==> config.mk <==
export PLATFORM = sky130hd
export DESIGN_NAME = census_window_stream_flat
export DESIGN_NICKNAME = d
export VERILOG_FILES = /design/src/rtl/census_window_stream_if.sv /design/src/rtl/census_window_stream.sv /design/src/flat_wrapper.sv
export SDC_FILE = /design/constraint.sdc
export NUM_CORES = 2
export LEC_CHECK = 0
export BUFFER_PORTS_ARGS = -buffer_cell sky130_fd_sc_hd__buf_4
export CELL_PAD_IN_SITES_DETAIL_PLACEMENT = 0
export CELL_PAD_IN_SITES_GLOBAL_PLACEMENT = 2
export CORE_MARGIN = 2
export CORE_UTILIZATION = 43
export CTS_CLUSTER_DIAMETER = 80
export CTS_CLUSTER_SIZE = 24
export DETAILED_ROUTE_END_ITERATION = 12
export PLACE_DENSITY_LB_ADDON = 0.08
export SLEW_MARGIN = 40
export SYNTH_ARGS = -nofsm -noshare
export SYNTH_HDL_FRONTEND = slang
export SYNTH_SLANG_ARGS = --single-unit
export TNS_END_PERCENT = 5
==> constraint.sdc <==
create_clock -name clk -period 7.2 [get_ports clk]
set_input_delay 0.36 -clock clk [delete_from_list [all_inputs] [get_ports clk]]
set_output_delay 0.36 -clock clk [all_outputs]
set_load 0.02 [all_outputs]
==> src/rtl/census_window_stream_if.sv <==
// Pixel-in / census-out stream bundle for census_window_stream.
// master = upstream/downstream side (bench or pipeline glue), slave = the census block.
interface census_window_stream_if #(
  parameter int PIX_W = 10,
  parameter int CEN_W = 24
);
  logic             in_valid;
  logic             in_ready;
  logic [PIX_W-1:0] in_pix;
  logic             in_sof;
  logic             out_valid;
  logic             out_ready;
  logic [CEN_W-1:0] out_data;
  logic             out_sof;
  logic             out_eol;

  modport master (
    output in_valid, in_pix, in_sof, out_ready,
    input  in_ready, out_valid, out_data, out_sof, out_eol
  );

  modport slave (
    input  in_valid, in_pix, in_sof, out_ready,
    output in_ready, out_valid, out_data, out_sof, out_eol
  );
endinterface

==> src/rtl/census_window_stream.sv <==
// Raster pixel stream -> BOX_W x BOX_H census strings over a valid/ready output register.
// Define CENSUS_THRESH_EN to add the thresh port (bit = neighbour > centre + thresh).
module census_window_stream #(
  parameter int PIX_W     = 10,
  parameter int BOX_W     = 5,
  parameter int BOX_H     = 5,
  parameter int IMG_WIDTH = 64,
  parameter int COL_W     = 7
) (
  input  logic             clk,
  input  logic             reset,
  input  logic             census_en,
`ifdef CENSUS_THRESH_EN
  input  logic [PIX_W-1:0] thresh,
`endif
  census_window_stream_if.slave bus
);
  localparam int CEN_W   = BOX_W*BOX_H-1;
  localparam int ROW_W   = $clog2(BOX_H);
  localparam int IDX_W   = $clog2(IMG_WIDTH);
  localparam int CTR_IDX = (BOX_H/2)*BOX_W + BOX_W/2;
  localparam logic [COL_W-1:0] LAST_COL  = COL_W'(IMG_WIDTH-1);
  localparam logic [COL_W-1:0] FIRST_COL = COL_W'(BOX_W-1);
  localparam logic [ROW_W-1:0] LAST_ROW  = ROW_W'(BOX_H-1);

  logic [COL_W-1:0] col, cur_col;
  logic [ROW_W-1:0] row, cur_row;
  logic [IDX_W-1:0] idx;
  logic             accept, complete, sof_pend;
  logic [PIX_W-1:0] lbuf  [BOX_H-1][IMG_WIDTH];
  logic [PIX_W-1:0] lb_rd [BOX_H-1];
  logic [PIX_W-1:0] win   [BOX_H][BOX_W];
  logic [PIX_W-1:0] nwin  [BOX_H][BOX_W];
  logic [PIX_W:0]   ref_level;
  logic [CEN_W-1:0] cen;

  assign bus.in_ready = !bus.out_valid || bus.out_ready;
  assign accept       = bus.in_valid && bus.in_ready;

  // Position of the pixel being accepted; in_sof pins it to the frame origin.
  assign cur_col  = bus.in_sof ? '0 : col;
  assign cur_row  = bus.in_sof ? '0 : row;
  assign idx      = cur_col[IDX_W-1:0];
  assign complete = (cur_row == LAST_ROW) && (cur_col >= FIRST_COL);

  always_ff @(posedge clk or posedge reset) begin
    if (reset) begin
      col      <= '0;
      row      <= '0;
      sof_pend <= 1'b0;
    end else if (accept) begin
      if (cur_col == LAST_COL) begin
        col <= '0;
        row <= (cur_row == LAST_ROW) ? cur_row : cur_row + 1'b1;
      end else begin
        col <= cur_col + 1'b1;
        row <= cur_row;
      end
      if (bus.in_sof)
        sof_pend <= 1'b1;
      else if (complete)
        sof_pend <= 1'b0;
    end
  end

  // Buffer 0 holds the previous row, buffer k the row k+1 above; contents are never cleared.
  for (genvar k = 0; k < BOX_H-1; k++) begin : g_lb_rd
    assign lb_rd[k] = lbuf[k][idx];
  end

  always_ff @(posedge clk) begin
    if (accept) begin
      lbuf[0][idx] <= bus.in_pix;
      for (int k = 1; k < BOX_H-1; k++)
        lbuf[k][idx] <= lb_rd[k-1];
    end
  end

  always_comb begin
    for (int r = 0; r < BOX_H; r++)
      for (int c = 0; c < BOX_W-1; c++)
        nwin[r][c] = win[r][c+1];
    nwin[BOX_H-1][BOX_W-1] = bus.in_pix;
    for (int r = 0; r < BOX_H-1; r++)
      nwin[r][BOX_W-1] = lb_rd[BOX_H-2-r];
  end

  always_ff @(posedge clk or posedge reset) begin
    if (reset) begin
      for (int r = 0; r < BOX_H; r++)
        for (int c = 0; c < BOX_W; c++)
          win[r][c] <= '0;
    end else if (accept) begin
      win <= nwin;
    end
  end

  // Compare at PIX_W+1 bits so centre + thresh cannot wrap.
`ifdef CENSUS_THRESH_EN
  assign ref_level = {1'b0, nwin[BOX_H/2][BOX_W/2]} + {1'b0, thresh};
`else
  assign ref_level = {1'b0, nwin[BOX_H/2][BOX_W/2]};
`endif

  for (genvar r = 0; r < BOX_H; r++) begin : g_row
    for (genvar c = 0; c < BOX_W; c++) begin : g_col
      localparam int IDX = r*BOX_W + c;
      if (IDX != CTR_IDX) begin : g_bit
        localparam int POS = (IDX < CTR_IDX) ? CEN_W-1-IDX : CEN_W-IDX;
        assign cen[POS] = ({1'b0, nwin[r][c]} > ref_level);
      end
    end
  end

  always_ff @(posedge clk or posedge reset) begin
    if (reset) begin
      bus.out_valid <= 1'b0;
      bus.out_data  <= '0;
      bus.out_sof   <= 1'b0;
      bus.out_eol   <= 1'b0;
    end else if (accept && complete) begin
      bus.out_valid <= 1'b1;
      bus.out_data  <= census_en ? cen : '0;
      bus.out_sof   <= sof_pend;
      bus.out_eol   <= (cur_col == LAST_COL);
    end else if (bus.out_ready) begin
      bus.out_valid <= 1'b0;
      bus.out_data  <= '0;
      bus.out_sof   <= 1'b0;
      bus.out_eol   <= 1'b0;
    end
  end
endmodule

==> src/flat_wrapper.sv <==
// flat-port wrapper written by rule: the top's interface ports become plain ports
module census_window_stream_flat 
#(
  parameter int PIX_W     = 10,
  parameter int BOX_W     = 5,
  parameter int BOX_H     = 5,
  parameter int IMG_WIDTH = 64,
  parameter int COL_W     = 7
)
  (clk, reset, census_en, bus_in_valid, bus_in_pix, bus_in_sof, bus_out_ready, bus_in_ready, bus_out_valid, bus_out_data, bus_out_sof, bus_out_eol);
  census_window_stream_if #(.PIX_W(PIX_W), .CEN_W((BOX_W*BOX_H-1))) bus_i ();
  input  logic clk;
  input  logic reset;
  input  logic census_en;
  input wire logic [$bits(bus_i.in_valid)-1:0] bus_in_valid;
  input wire logic [$bits(bus_i.in_pix)-1:0] bus_in_pix;
  input wire logic [$bits(bus_i.in_sof)-1:0] bus_in_sof;
  input wire logic [$bits(bus_i.out_ready)-1:0] bus_out_ready;
  output wire logic [$bits(bus_i.in_ready)-1:0] bus_in_ready;
  output wire logic [$bits(bus_i.out_valid)-1:0] bus_out_valid;
  output wire logic [$bits(bus_i.out_data)-1:0] bus_out_data;
  output wire logic [$bits(bus_i.out_sof)-1:0] bus_out_sof;
  output wire logic [$bits(bus_i.out_eol)-1:0] bus_out_eol;
  assign bus_i.in_valid = bus_in_valid;
  assign bus_i.in_pix = bus_in_pix;
  assign bus_i.in_sof = bus_in_sof;
  assign bus_i.out_ready = bus_out_ready;
  assign bus_in_ready = bus_i.in_ready;
  assign bus_out_valid = bus_i.out_valid;
  assign bus_out_data = bus_i.out_data;
  assign bus_out_sof = bus_i.out_sof;
  assign bus_out_eol = bus_i.out_eol;
  census_window_stream #(.PIX_W(PIX_W), .BOX_W(BOX_W), .BOX_H(BOX_H), .IMG_WIDTH(IMG_WIDTH), .COL_W(COL_W)) u_core (.clk(clk), .reset(reset), .census_en(census_en), .bus(bus_i));
endmodule
# After elaboration in Yosys (flattened, before gate mapping)

Memory sizes are Yosys's and may differ from the RTL's.
Index checks and enable logic that the tools add are counted.

Memory bits (writable): 2560
Output and inout bits: 28
Memories kept: 1
Input port bits: 16
Register bits: 238

Memories:

| memory      | words | width | rd ports | clocked after Yosys merged registers in | wr ports | line                       | source |
|---|---|---|---|---|---|---|---|
| u_core.lbuf | 4     | 640   | 4        | 0                                       | 4        | census_window_stream.sv:30 | `logic [PIX_W-1:0] lbuf [BOX_H-1][IMG_WIDTH];` |

Add/subtract/negate cells: 2
Reduce and logical (&&, ||, !) cells: 9
Equality and inequality tests: 2
Multiplexer cells: 30
Bitwise logic cells: 1
Order comparisons: 27

Operators by type and width:

| cell                                                                  | count |
|---|---|
| 640-bit two-way mux                                                   | 1 |
| 10-bit binary-select mux with 6-bit select                            | 4 |
| 10-bit > comparator                                                   | 24 |
| 10-bit two-way mux                                                    | 9 |
| 24-bit two-way mux                                                    | 3 |
| 10-bit demux with 6-bit select                                        | 1 |
| 7-bit two-way mux                                                     | 2 |
| 3-bit two-way mux                                                     | 3 |
| 7-bit by 1-bit adder with 7-bit output, second input constant         | 1 |
| 7-bit by 6-bit equality test with 1-bit output, second input constant | 1 |
| 7-bit by 3-bit >= comparator with 1-bit output, second input constant | 1 |
| 7-bit >= comparator, second input constant                            | 1 |
| 7-bit by 1-bit < comparator with 1-bit output, second input constant  | 1 |
| 1-bit two-way mux                                                     | 7 |
| 6-bit inverter with 7-bit output                                      | 1 |
| 1-bit logical AND                                                     | 4 |
| 2-bit nonzero test                                                    | 2 |
| 3-bit by 1-bit adder with 3-bit output, second input constant         | 1 |
| 3-bit equality test, second input constant                            | 1 |
| 2-bit AND reduction                                                   | 1 |
| 1-bit logical NOT                                                     | 1 |
| 1-bit logical OR                                                      | 1 |

# Longest topological paths before layout

Depth in word-level cells: 8
Gate-level depth with buffers: 20
Gate-level depth less buffers: 16

# Worst setup path after synthesis

Ideal clock, no wire load.

Path type: register -> register
Start point: reg u_core.col[0]
End point: reg u_core.bus.out_data[10]
Buffers on the path: 5
Stages on the path, launching flop included: 17
Slack: 1.315 ns
Arrival: 5.764 ns
Period minus slack after synthesis: 5.885 ns
Setup time: 0.122 ns
Path through: dfrtp_1 > buf_6 > buf_12 > buf_12 > buf_12 > buf_12 > mux2i_1 > a221oi_1 > o221ai_1 > a22o_1 > nor3_1 > ha_1 > a21o_1 > a21o_1 > a21oi_1 > o211ai_1 > a32o_1

RTL lines:

| item                   | line                          | source |
|---|---|---|
| start, declared        | census_window_stream.sv:26    | `logic [COL_W-1:0] col, cur_col;` |
| start signal, assigned | census_window_stream.sv:56    | `col <= cur_col + 1'b1;` |
| end signal, assigned   | census_window_stream.sv:123   | `bus.out_data <= census_en ? cen : '0;` |
| end, declared          | census_window_stream_if.sv:24 | `output in_ready, out_valid, out_data, out_sof, out_eol` |

==> impl_metrics.env <==
export IMPL_remaining_drc_errors=0
export IMPL_grt_setup_unrepaired="no"
export IMPL_critical_path_max_fanout=46
export IMPL_drive_above_1_share_pct=14.24
export IMPL_dp_slack_ps=1922
export IMPL_worst_slew_pin_transition_ps=999.0
export IMPL_proportion_of_synthesized_chip_area_in_sequential_cells_pct=73.59
export IMPL_drt_wirelength_per_cell_um=44.25
export IMPL_detail_route_vias_per_cell=6.797
export IMPL_detailroute_via_count=73863
export IMPL_core_rowCount=187
export IMPL_synthDistinctLibCells=89
export IMPL_die_width_um=515.6
export IMPL_worst_endpoint_arrival_ps=6300
export IMPL_ctsHoldBuffers=9
export IMPL_vdd_ir_drop_max_mv=0.2931
export IMPL_cts_max_level=4
export IMPL_p_leak_nw=41.57
export IMPL_post_cts_buffers=0
export IMPL_worst_hold_slack_ps=43.80
export IMPL_i_o_pin_cnt=44
export IMPL_io_buffer_count=43
export IMPL_syn_instance_count=7118
export IMPL_cts_root_to_sink_buffers=3
export IMPL_maxCapViolCount=0
export IMPL_gr_total_overflow=0
export IMPL_grt_max_degree=147
export IMPL_post_synth_cell_area_avg_sq_um=15.81
export IMPL_final_antenna_net_count=0
export IMPL_cellPowerDensity_nw_per_um2=275.5
export IMPL_finalCoreUtilization_pct=48.02
export IMPL_synth_main_ff_cell="edfxtp_1"
export IMPL_worstSetupEndpointType="register"
export IMPL_post_synth_edffs=2560
export IMPL_dieArea_sq_um=265900
export IMPL_clkLatencyLatePin_ps=880
export IMPL_async_reset_ff_share_pct=8.506
export IMPL_first_element_of_the_critical_path="u_core.col[2]"
export IMPL_filler_cell_count=22189
export IMPL_final_min_period_over_clock_period_pct=77.01
export IMPL_wl_um=480900
export IMPL_worstHoldPathCells=1
export IMPL_post_route_worst_setup_slack_ps=1655
export IMPL_finalSetupViolCount=0
export IMPL_final_total_negative_setup_slack_ps=0
export IMPL_timing_setup_critical_path_class="reg -> reg"
export IMPL_worst_hold_path_type="in -> reg"
export IMPL_timing_rr_start="u_core.col[2]"
export IMPL_floorplan_die_height_um=515.6
export IMPL_detailedRoute_firstIterationViolations=13048
export IMPL_timing_hold_worst_start="bus_in_pix[4]"
export IMPL_r2r_end="u_core.bus.out_data[5]"
export IMPL_place_congestion=0.9147
export IMPL_finalHoldViolCount=0
export IMPL_area_delta_synth_final_pct=10.90
export IMPL_clkSinkCount=2798
export IMPL_layout_skew_ps=47.53
export IMPL_fin_crit_period_ps=5545
export IMPL_register_to_register_path_setup_slack_ps=1660
export IMPL_synthesized_nets=7377
export IMPL_min_delay_worst_endpoint="u_core.lbuf[0][464]"
export IMPL_vias_in_the_first_global_route=69091
export IMPL_worst_setup_hold_path_clk_slew_ps=100
export IMPL_slew_headroom_pct=33.40
export IMPL_first_pass_iters=8
export IMPL_cts_resized=0
export IMPL_timing_reg2reg_worst_path_depth=11
export IMPL_initial_utilization_pct=43.30
export IMPL_dp_hpwl_um=280700
export IMPL_worst_setup_path_start_kind="register"
export IMPL_core_region_area_sq_um=259900
export IMPL_slew_violations=0
export IMPL_clk_root_buffer_cell="clkbuf_16"
export IMPL_netlist_area_before_placement_sq_um=112600
export IMPL_run_status="complete, no violations"
export IMPL_area_of_the_multi_input_gates_sq_um=27910
export IMPL_layout_nets=7520
export IMPL_layout_area_seq_sq_um=82840
export IMPL_cts_tree="done"
export IMPL_timing_critical_path_required_ps=7960
export IMPL_grt_usage_pct=35.65
export IMPL_antenna_found_initial=37
export IMPL_synth_seq_cells=2798
export IMPL_synthesis_yosys_warnings=0
export IMPL_fmaxAchievable_ghz=0.1803
export IMPL_grt_first_pass_wirelength_um=636500
export IMPL_cts_inserted_buffers=156
==> power by group <==
part | leakage [nW] | internal [W] | switching, W
logic | 13.2 | 0.00149 | 0.00385
clock network | 2.42 | 0.00451 | 0.00573
registers | 26.0 | 0.0185 | 0.000286
total | 41.6 | 0.0245 | 0.00987
==> critical path, cell delays in order, from the launching register on <==
cell and delay, ps:
dfrtp_4 1060, buf_4 400, nand2b_2 510, buf_4 480, o22ai_1 230, a221oi_1 640
o22ai_1 210, a2111oi_4 640, ha_1 380, a21oi_1 360, o21ai_0 150, a32o_1 260
==> cell families (layout without fill, tap and decap cells) <==
| kind of cell | after synthesis | count (layout) | synth area share (%) |
|---|---|---|---|
| multiplexers | 629 | 629 | 5.885 |
| AND/OR/NAND/NOR | 1171 | 1171 | 4.722 |
| AO/OA/AOI/OAI | 1774 | 1774 | 10.67 |
| other | 0 | 14 | 0 |
| flip-flops | 2798 | 2798 | 73.59 |
| adder cells (fa/ha/maj) | 243 | 243 | 2.701 |
| buffers and inverters | 503 | 742 | 2.429 |
==> per-layer routing <==
layer / GRT usage [%] / vias up / share of wire, %
met2: 53.14 / 5219 / 44
met5: 0 / - / 0.026
met1: 50.17 / 39060 / 40
li1: - / 28555 / -
met3: 8.112 / 1014 / 12
met4: 15.13 / 15 / 4.9
==> through the flow <==
step                      instances  power (W)  area, sq um
after CTS                     10845    0.03433       124600
final                         10867    0.03439       124800
after global routing          10854    0.03526       124800
after floorplan                7118    0.02188       112600
after global placement        10555    0.02426       118900
after detailed placement      10582    0.02435       119600
==> worst max path at each step <==
stage	to	cells after the start
2_1_floorplan	u_core.bus.out_data[0]	1
3_3_place_gp	u_core.bus.out_data[19]	17
3_5_place_dp	u_core.bus.out_data[5]	11
4_1_cts	u_core.bus.out_data[5]	11
5_1_grt	u_core.bus.out_data[10]	18
6_report	u_core.bus.out_data[5]	11
==> registers in the layout (all words and copies together) (netlist names) <==
| name | cells |
|---|---|
| u_core.bus.out_data | 24 |
| u_core.bus.out_eol | 1 |
| u_core.bus.out_sof | 1 |
| u_core.bus.out_valid | 1 |
| u_core.col | 7 |
| u_core.lbuf | 2560 |
| u_core.nwin | 200 |
| u_core.row | 3 |
| u_core.sof_pend | 1 |
==> layout make-up <==
class / instances / area share (%)
repair buffers: 427 / 3.548
diodes: 14 / 0.02807
well taps: 3496 / 3.504
inverters: 61 / 0.1955
flip-flops and latches: 2798 / 66.37
multi-input cells: 3817 / 22.36
clock inverters: 83 / 0.7287
clock buffers: 171 / 3.275
==> Yosys cell counts (all sizes together), types with 18 or more instances <==
cell        n  share of area, %
edfxtp   2560                68
nand2     572               1.9
o22ai     481               2.7
mux2i     424               3.8
buf       294               1.7
a21oi     281               1.2
nor2      281              0.94
ha        243               2.7
o21ai     243               1.1
dfrtp     238               5.3
mux2      199               2.0
clkbuf    148              0.49
a22oi     137              0.91
o221ai     98              0.76
a211oi     79              0.53
o211ai     72              0.48
nor2b      67              0.37
inv        60              0.20
a221oi     54              0.42
a21o       45              0.30
nand4      45              0.25
nor3       42              0.20
nand3      40              0.18
o32a       36              0.32
nand2b     31              0.17
a22o       27              0.21
o31ai      27              0.18
o22a       26              0.20
a221o      24              0.21
a31oi      22              0.12
o2111ai    18              0.14
==> layout by cell type, fill, tap and decap left out, types with 54 or more instances in the layout <==
master     instances
nor2_1           199
buf_12            71
buf_4            317
a211oi_1          78
o21ai_0          233
mux2_2           197
a22oi_1          137
nor2_4            79
dfrtp_1          234
o211ai_1          72
a221oi_1          54
o22ai_1          480
mux2i_1          424
nor2b_1           64
clkbuf_16        162
ha_1             243
a21oi_1          279
o221ai_1          98
nand2_1          567
edfxtp_1        2560
Note: power is estimated with default switching activity, not from simulation.
